===== src/rtl/mem_wb_pkg.sv =====
// Shared pipeline-register definitions: write-back select encoding, payload layout
// and the skid-controller state type used by the MEM/WB stage and its siblings.
package mem_wb_pkg;

    localparam logic [1:0] WB_SEL_ALU = 2'b00;
    localparam logic [1:0] WB_SEL_MEM = 2'b01;
    localparam logic [1:0] WB_SEL_PC4 = 2'b10;

    localparam int unsigned MEM_WB_N          = 32;
    localparam int unsigned MEM_WB_REG_ADDR_W = 5;

    // Payload at the default datapath widths; parametrised stages mirror this layout.
    typedef struct packed {
        logic [MEM_WB_N-1:0]          pc_plus4;
        logic [MEM_WB_N-1:0]          read_data;
        logic [MEM_WB_N-1:0]          alu_result;
        logic [MEM_WB_REG_ADDR_W-1:0] write_reg;
        logic [1:0]                   mem_to_reg;
        logic                         reg_write;
    } mem_wb_payload_t;

    typedef enum logic [1:0] {
        ST_EMPTY = 2'd0,
        ST_ONE   = 2'd1,
        ST_TWO   = 2'd2
    } skid_state_t;

endpackage


===== src/rtl/mem_wb_skid_ctrl.sv =====
// Occupancy controller for the two-entry MEM/WB skid buffer; all updates on the falling edge.
//
//  state    | meaning
//  ---------+--------------------------------------------------
//  ST_EMPTY | no entry held, outputs invalid
//  ST_ONE   | main entry valid, skid free
//  ST_TWO   | main and skid both valid, upstream stalled
module mem_wb_skid_ctrl
    import mem_wb_pkg::*;
(
    input  logic clk,
    input  logic reset,
    input  logic flush,
    input  logic in_valid,
    input  logic out_ready,
    output logic in_ready,
    output logic out_valid,
    output logic load_main,
    output logic load_skid,
    output logic main_from_skid
);

    skid_state_t state, state_nxt;
    logic        in_fire, out_fire;

    // in_ready is a pure function of state and reset so out_ready never reaches upstream.
    assign in_ready  = reset && (state != ST_TWO);
    assign out_valid = (state != ST_EMPTY);
    assign in_fire   = in_valid && in_ready;
    assign out_fire  = out_valid && out_ready;

    always_ff @(negedge clk or negedge reset) begin
        if (!reset)
            state <= ST_EMPTY;
        else
            state <= state_nxt;
    end

    always_comb begin
        state_nxt = state;
        if (flush) begin
            state_nxt = ST_EMPTY;
        end else begin
            case (state)
                ST_EMPTY: if (in_fire) state_nxt = ST_ONE;
                ST_ONE: begin
                    if (in_fire && !out_fire)      state_nxt = ST_TWO;
                    else if (!in_fire && out_fire) state_nxt = ST_EMPTY;
                end
                ST_TWO:   if (out_fire) state_nxt = ST_ONE;
                default:  state_nxt = ST_EMPTY;
            endcase
        end
    end

    always_comb begin
        load_main      = 1'b0;
        load_skid      = 1'b0;
        main_from_skid = 1'b0;
        if (!flush) begin
            case (state)
                ST_EMPTY: load_main = in_fire;
                ST_ONE: begin
                    load_main = in_fire && out_fire;
                    load_skid = in_fire && !out_fire;
                end
                ST_TWO:   main_from_skid = out_fire;
                default: ;
            endcase
        end
    end

endmodule


===== src/rtl/mem_wb_pipe_stage.sv =====
// MEM/WB pipeline register with valid/ready handshake, two-entry skid buffer and flush.
// Optional MEM_WB_FWD_EN adds the MEM/WB forwarding outputs (fwd_valid/fwd_reg/fwd_data).
module mem_wb_pipe_stage
    import mem_wb_pkg::*;
#(
    parameter int unsigned     N           = 32,
    parameter int unsigned     REG_ADDR_W  = 5,
    parameter logic [N-1:0]    RESET_VALUE = '0
) (
    input  logic                  clk,
    input  logic                  reset,
    input  logic                  flush,
    input  logic                  in_valid,
    output logic                  in_ready,
    input  logic [N-1:0]          in_pc_plus4,
    input  logic [N-1:0]          in_read_data,
    input  logic [N-1:0]          in_alu_result,
    input  logic [REG_ADDR_W-1:0] in_write_reg,
    input  logic [1:0]            in_mem_to_reg,
    input  logic                  in_reg_write,
    output logic                  out_valid,
    input  logic                  out_ready,
    output logic [N-1:0]          out_pc_plus4,
    output logic [N-1:0]          out_read_data,
    output logic [N-1:0]          out_alu_result,
    output logic [REG_ADDR_W-1:0] out_write_reg,
    output logic [1:0]            out_mem_to_reg,
`ifdef MEM_WB_FWD_EN
    output logic                  fwd_valid,
    output logic [REG_ADDR_W-1:0] fwd_reg,
    output logic [N-1:0]          fwd_data,
`endif
    output logic                  out_reg_write
);

    typedef struct packed {
        logic [N-1:0]          pc_plus4;
        logic [N-1:0]          read_data;
        logic [N-1:0]          alu_result;
        logic [REG_ADDR_W-1:0] write_reg;
        logic [1:0]            mem_to_reg;
        logic                  reg_write;
    } payload_t;

    localparam payload_t PAYLOAD_RST = '{
        pc_plus4:   RESET_VALUE,
        read_data:  RESET_VALUE,
        alu_result: RESET_VALUE,
        write_reg:  '0,
        mem_to_reg: WB_SEL_ALU,
        reg_write:  1'b0
    };

    payload_t main_q, skid_q, in_payload;
    logic     load_main, load_skid, main_from_skid;

    assign in_payload = '{
        pc_plus4:   in_pc_plus4,
        read_data:  in_read_data,
        alu_result: in_alu_result,
        write_reg:  in_write_reg,
        mem_to_reg: in_mem_to_reg,
        reg_write:  in_reg_write
    };

    mem_wb_skid_ctrl u_ctrl (
        .clk            (clk),
        .reset          (reset),
        .flush          (flush),
        .in_valid       (in_valid),
        .out_ready      (out_ready),
        .in_ready       (in_ready),
        .out_valid      (out_valid),
        .load_main      (load_main),
        .load_skid      (load_skid),
        .main_from_skid (main_from_skid)
    );

    always_ff @(negedge clk or negedge reset) begin
        if (!reset) begin
            main_q <= PAYLOAD_RST;
            skid_q <= PAYLOAD_RST;
        end else if (flush) begin
            main_q <= PAYLOAD_RST;
            skid_q <= PAYLOAD_RST;
        end else begin
            if (main_from_skid)
                main_q <= skid_q;
            else if (load_main)
                main_q <= in_payload;
            if (load_skid)
                skid_q <= in_payload;
        end
    end

    assign out_pc_plus4   = main_q.pc_plus4;
    assign out_read_data  = main_q.read_data;
    assign out_alu_result = main_q.alu_result;
    assign out_write_reg  = main_q.write_reg;
    assign out_mem_to_reg = main_q.mem_to_reg;
    // Bubbles and x0 destinations must never reach the register-file write port.
    assign out_reg_write  = main_q.reg_write && out_valid && (main_q.write_reg != '0);

`ifdef MEM_WB_FWD_EN
    assign fwd_valid = out_reg_write;
    assign fwd_reg   = main_q.write_reg;

    always_comb begin
        case (main_q.mem_to_reg)
            WB_SEL_MEM: fwd_data = main_q.read_data;
            WB_SEL_PC4: fwd_data = main_q.pc_plus4;
            default:    fwd_data = main_q.alu_result;
        endcase
    end
`endif

endmodule


===== config.mk =====
export PLATFORM = sky130hd
export DESIGN_NAME = mem_wb_pipe_stage
export DESIGN_NICKNAME = d
export VERILOG_FILES = /design/src/rtl/mem_wb_pkg.sv /design/src/rtl/mem_wb_skid_ctrl.sv /design/src/rtl/mem_wb_pipe_stage.sv
export SDC_FILE = /design/constraint.sdc
export NUM_CORES = 1
export LEC_CHECK = 0
export ABC_AREA = 1
export CAP_MARGIN = 20
export CORE_AREA = 2 2 151 153
export DETAILED_ROUTE_END_ITERATION = 10
export DIE_AREA = 0 0 153 155
export PLACE_DENSITY = 0.73
export REMOVE_ABC_BUFFERS = 1
export SETUP_SLACK_MARGIN = 0.02
export SLEW_MARGIN = 5
export SYNTH_ARGS = -nofsm -noshare
export SYNTH_HDL_FRONTEND = slang
export SYNTH_SLANG_ARGS = --single-unit

===== constraint.sdc =====
create_clock -name clk -period 4.5 [get_ports clk]
set_clock_uncertainty 0.05 [all_clocks]
set_input_delay 1.35 -clock clk [delete_from_list [all_inputs] [get_ports clk]]
set_output_delay 1.35 -clock clk [all_outputs]
set_load 0.005 [all_outputs]

==> flow_metrics.tcl, run 1 <==
set metrics [dict create \
    first_global_vias 11300 \
    setup_viol 283 \
    critPathKind "flip-flop to output pin" \
    dp_slack_ns -0.972 \
    grt_max_degree 143 \
    yosys_warnings 0 \
    insertion_delay_ns 0.51 \
    regMostFlops "skid_q" \
    numCtsBuffers 23 \
    ff_latch_area_mm2 0.00526 \
    violations "DRC, setup timing" \
    synth_top_area_share_pct 48.3 \
    worstSetupEndpointType "output pin" \
    crit_path_max_fanout 2 \
    routed-via-count 12100 \
    cts_max_path_buffers 3 \
    tightest_slew_ns 0.910 \
    hold_class "flip-flop to flip-flop" \
    syn_to_final_growth_pct 63.2 \
    hold_buffers 0 \
    arrival_ns 3.67 \
    rsz0062_at_grt "yes" \
    required_ns 3.10 \
    maxSlewViolCount 0 \
    slew_headroom_pct 39.4 \
    dieArea_mm2 0.0237 \
    rr_startpoint "u_ctrl.state[1]$_DFFE_NN0P_" \
    fillers 1266 \
    yosysTopAreaCell "dfrtn_1" \
    synth.distinct_cells 21 \
    start_util_pct 48.9 \
    place_congestion 0.791 \
    clk_pin_slew_ns 0.05 \
    grt_pass1_wl_mm 62.8 \
    yosysSeqAreaShare_pct 48.3 \
    synthCells 1403 \
    core_area_mm2 0.0222 \
    die_h_um 155 \
    std_cell_rows 55 \
    ant_nets 0 \
    p_leak_uw 0.00949 \
    track_usage_pct 33.4 \
    multi_input_area_mm2 0.00606 \
    irDropWorstVdd_v 0.000242 \
    drt-pass1-iter-count 9 \
    cts_tree "done" \
    grt_overflow_total 0 \
    max_cap_viol_count 0 \
    hp-start "out_read_data[31]$_DFFE_NN0P_" \
    vias_per_cell 6.16 \
    antenna_found_initial 0 \
    postSynthAreaPerCell_um2 7.75 \
    nNetsFinal 1784 \
    wl_mm 46.4 \
    largest_reg_flops 104 \
    wl_per_cell_um 23.5 \
    cp-start-kind "flip-flop" \
    fin_ws_ns -0.570 \
    synth.area.top_cells "dfrtn_1 48%, nand3_1 19%, nand2_1 18%" \
    drive_gt1_share_pct 44.7 \
    h-tree-depth 1 \
    outcome "complete, but fails checks" \
    dp_hpwl_mm 17.7 \
    ys_ff_latch 210 \
    power.density_mw_per_mm2 295 \
    finalSetupTns_ns -37.26 \
    finalHoldViolations 0 \
    cts_root_buf "clkbuf_16" \
    syn_area_mm2 0.0109 \
    cts.sinks 210 \
    antenna_cells 0 \
    pin_count 215 \
    startpoint "u_ctrl.state[0]$_DFFE_NN0P_" \
    portBuffers 214 \
    drtIter0Drc 1231 \
    drc 1 \
    die_x_um 153 \
]
-- where the power goes --
| part | switching (uW) | internal, uW | total (uW) |
|---|---|---|---|
| clock | 811 | 1090 | 1900 |
| sequential | 82.5 | 2020 | 2110 |
| combinational | 623 | 598 | 1220 |
-- cell usage after synthesis (all sizes together) --
master and count:
buf 181, nand3b 1, ha 2, o21ai 2, nand2 529, nor3 2, nand3 420, a2bb2oi 1
inv 11, clkbuf 33, nor2 9, nand4 1, dfrtn 210, o21bai 1
-- worst max-delay path: stages, from the launching register on --
cell,delay [ns]
dfrtn_1,0.45
buf_6,0.12
inv_4,0.03
nand2_4,0.07
inv_4,0.04
nor2_4,0.08
buf_6,0.12
-- timing repair --
action | in CTS | in global routing
gates cloned | 50 | 14
endpoints found under the setup margin | 316 | 310
setup buffers | 60 | 52
resized for setup | 640 | 352
pin swaps | 46 | 75
-- worst paths after layout --
| check | endpoint | slack, ns | depth (start not counted) |
|---|---|---|---|
| setup / recovery | in_ready | -0.57 | 6 |
| hold / removal | out_read_data[31]$_DFFE_NN0P_ | 0.40 | 2 |
| setup reg to reg | out_read_data[11]$_DFFE_NN0P_ | 1.95 | 12 |
| hold reg to reg | out_read_data[31]$_DFFE_NN0P_ | 0.40 | 2 |
| max in group asynchronous | out_alu_result[23]$_DFFE_NN0P_ | 0.47 | 3 |
| min in group asynchronous | skid_q[84]$_DFFE_NN0P_ | 3.20 | 3 |
-- through the flow --
step | instance area (um^2) | instances | util, % | hold WS [ns] | total power (uW)
after CTS | 15900 | 1913 | 71.4 | 0.394 | 4990
after detailed placement | 12900 | 1768 | 58.1 | 0.405 | 2910
after global placement | 12900 | 1768 | 58.1 | 0.400 | 2900
after floorplan | 9520 | 1189 | - | 0.387 | 2370
after global routing | 17700 | 1973 | 79.8 | 0.426 | 5360
final | 17700 | 1973 | 79.8 | 0.398 | 5230
-- area by class of cell --
class,instances,share of cell area [%]
inverter,11,0.345
multi-input combinational,971,34.2
clock buffer,33,3.79
timing repair buffer,456,29.7
clock inverter,7,0.353
sequential,210,29.6
tap,285,2.01
-- layer usage --
layer	track usage, %	share of wire [%]	vias up
li1	-	-	5047
met4	16.3	7.3	0
met2	54.3	47	1004
met3	7.13	11	301
met1	42.8	34	5797
met5	0	0	-
-- logic make-up (layout without fill, tap and decap cells) --
group,after synthesis,after routing,share of synthesized area [%]
simple gates,962,965,38.4
buf+inv,225,507,12.9
flops,210,210,48.3
compound gates,4,4,0.242
fa+ha+maj,2,2,0.230
-- cells in the final DEF, fill, tap and decap left out, drive strengths merged, types with 2 or more instances in the layout --
cell,count
buf,336
bufbuf,3
clkbuf,45
clkdlybuf4s50,104
clkinv,5
dfrtn,210
ha,2
inv,11
nand2,532
nand3,420
nor2,9
nor3,2
o21ai,2
No activity file was read; power rests on OpenSTA's default activity.
==> inputs of run 2 (changes only) <==
Settings changed: PLACE_DENSITY 0.73 to 0.77.
==> run 2 against run 1 <==
- the run ends with setup timing left
- combinational power fell by 15%
- sequential power barely moved
- cell area fell by 11%
- register-to-register slack got worse by 0.34 ns
- critical endpoint unchanged
==> flow_metrics.tcl, run 2 (synthesized netlist as in run 1, its figures left out) <==
set metrics [dict create \
    outcome "complete, but fails checks" \
    violations "setup timing" \
    routed-via-count 11300 \
    clkPwrFrac_pct 37.3 \
    path_buf_inv 4 \
    h-tree-depth 1 \
    worst_r2r_endpoint "out_read_data[4]$_DFFE_NN0P_" \
    hold_path_depth 2 \
    drt-pass1-iter-count 5 \
    min_to "out_alu_result[11]$_DFFE_NN0P_" \
    grt_pass1_wl_mm 52.9 \
    vias_per_cell 5.93 \
    syn_to_final_growth_pct 45.8 \
    r2r_slack_ns 1.61 \
    numCtsBuffers 23 \
    grt_max_degree 121 \
    cp-start-kind "flip-flop" \
    hp-start "out_alu_result[11]$_DFFE_NN0P_" \
    dpl-instance-area_mm2 0.0128 \
    regMostFlops "skid_q" \
    postLayoutCellArea_mm2 0.0159 \
    portBuffers 214 \
    die_x_um 153 \
    power.density_mw_per_mm2 316 \
    insertion_delay_ns 0.51 \
    cts_tree "done" \
    p_comb_share_pct 20.8 \
    setup_viol 216 \
    power_switching_uw 1400 \
    place_congestion 0.808 \
    ant_nets 0 \
    path_cells "buf_6 -> inv_4 -> nand2_4 -> inv_4 -> nor2_4 -> buf_6" \
    wl_mm 41.1 \
    clk_pin_slew_ns 0.04 \
    slowest_stage "dfrtn_1" \
    slew_headroom_pct 32.9 \
    drtIter0Drc 1273 \
    start_util_pct 48.9 \
    arrival_ns 3.65 \
    seqPwrFrac_pct 42.0 \
    fin_ws_ns -0.554 \
    core_area_mm2 0.0222 \
    dp_hpwl_mm 17.8 \
    dieArea_mm2 0.0237 \
    max_cap_viol_count 0 \
    power_uw 5010 \
    crit_path_max_fanout 2 \
    cts.sinks 210 \
    drive_gt1_share_pct 32.0 \
    grt_overflow_total 0 \
    fin_cells 1910 \
    die_h_um 155 \
    cts_max_path_buffers 3 \
    internal_power_uw 3620 \
    required_ns 3.10 \
    reg2reg_depth 13 \
    hold_class "flip-flop to flip-flop" \
    critPathKind "flip-flop to output pin" \
    finalHoldViolations 0 \
    largest_reg_flops 104 \
    nNetsFinal 1724 \
    dp_cells 1756 \
    final_cell_mix "495 x nand2_1, 281 x nand3_1, 210 x dfrtn_1" \
    rr_startpoint "u_ctrl.state[1]$_DFFE_NN0P_" \
    cpPeakStageDelay_ns 0.46 \
    dp_slack_ns -0.975 \
    drc 0 \
    antenna_found_initial 1 \
    fillers 1585 \
    wl_per_cell_um 21.5 \
    cts_root_buf "clkbuf_16" \
    pin_count 215 \
    track_usage_pct 27.3 \
    crit_cells 6 \
    std_cell_rows 55 \
    first_global_vias 10000 \
    finish.utilization_pct 71.3 \
    worstSetupEndpointType "output pin" \
    maxSlewViolCount 0 \
    p_leak_uw 0.00840 \
    path_delay_family "flip-flops" \
    tightest_slew_ns 1.01 \
    switching_share_pct 27.8 \
    hold_buffers 0 \
    rsz0062_at_grt "yes" \
    irDropWorstVdd_v 0.000260 \
    layout_commonest_cell "nand2_1" \
]
## run 2: cell types whose count changed in the layout (fill, tap and decap cells not counted), moves of 8 or more
cell | before | now
buf_4 | 121 | 91
nand2_2 | 122 | 30
buf_12 | 43 | 31
nand2_4 | 66 | 2
nand3_1 | 264 | 281
buf_16 | 44 | 15
nand2_1 | 339 | 495
clkbuf_16 | 35 | 43
nand3_2 | 141 | 129
## run 2: what timing repair did
item	4_1_cts	5_1_grt
buffers inserted	40	38
endpoints found under the setup margin	316	391
cloned	12	35
resized for setup	470	247
pin swaps	5	79
## run 2: how the worst max path moves through the flow
stage | slack, ns | endpoint | from
after global placement | -0.93 | out_read_data[1]$_DFFE_NN0P_ | in_valid
after CTS | -0.64 | in_ready | u_ctrl.state[0]$_DFFE_NN0P_
after floorplan | -4.23 | u_ctrl.state[1]$_DFFE_NN0P_ | in_valid
after global routing | -0.61 | in_ready | u_ctrl.state[0]$_DFFE_NN0P_
after detailed placement | -0.98 | out_alu_result[24]$_DFFE_NN0P_ | in_valid
final | -0.55 | in_ready | u_ctrl.state[0]$_DFFE_NN0P_
## run 2: layout make-up
cell class	instances	area [um^2]	area share [%]
repair buffers	396	4220	26.6
well taps	285	357	2.25
diodes	1	2.50	0.0158
flip-flops and latches	210	5260	33.2
multi-input cells	971	5230	33.0
inverters	11	61.3	0.387
clock inverters	3	43.8	0.276
clock buffers	33	683	4.31
## run 2: worst reg2reg max path, delay by kind of cell, from the launching register on
family / cells / cell delay (ns)
and+or+nand+nor: 6 / 0.48
buffers and inverters: 7 / 1.76
DFF: 1 / 0.45
## run 2: per-stage QoR
step           hold WS, ns  setup TNS [ns]
2_1_floorplan        0.387         -844.70
3_3_place_gp         0.399         -235.77
3_5_place_dp         0.402         -239.32
4_1_cts              0.400          -22.60
5_1_grt              0.422          -36.69
6_report             0.400          -29.01
## run 2: layer usage
layer	track usage (%)	part of all wire, %	vias up	wire (um)
li1	-	-	4890	-
met1	37.1	37	5498	15300
met2	43.8	47	751	19300
met3	5.54	10	179	4230
met4	10.1	5.5	0	2260
met5	0	0	-	0
## run 2: power by group through the flow
stage,sequential [uW],combinational [uW],clock (uW)
after global placement,2120,756,0
after detailed placement,2120,766,0
after floorplan,2120,248,0
after global routing,2110,1100,1960
final,2100,1040,1870
after CTS,2090,757,1860
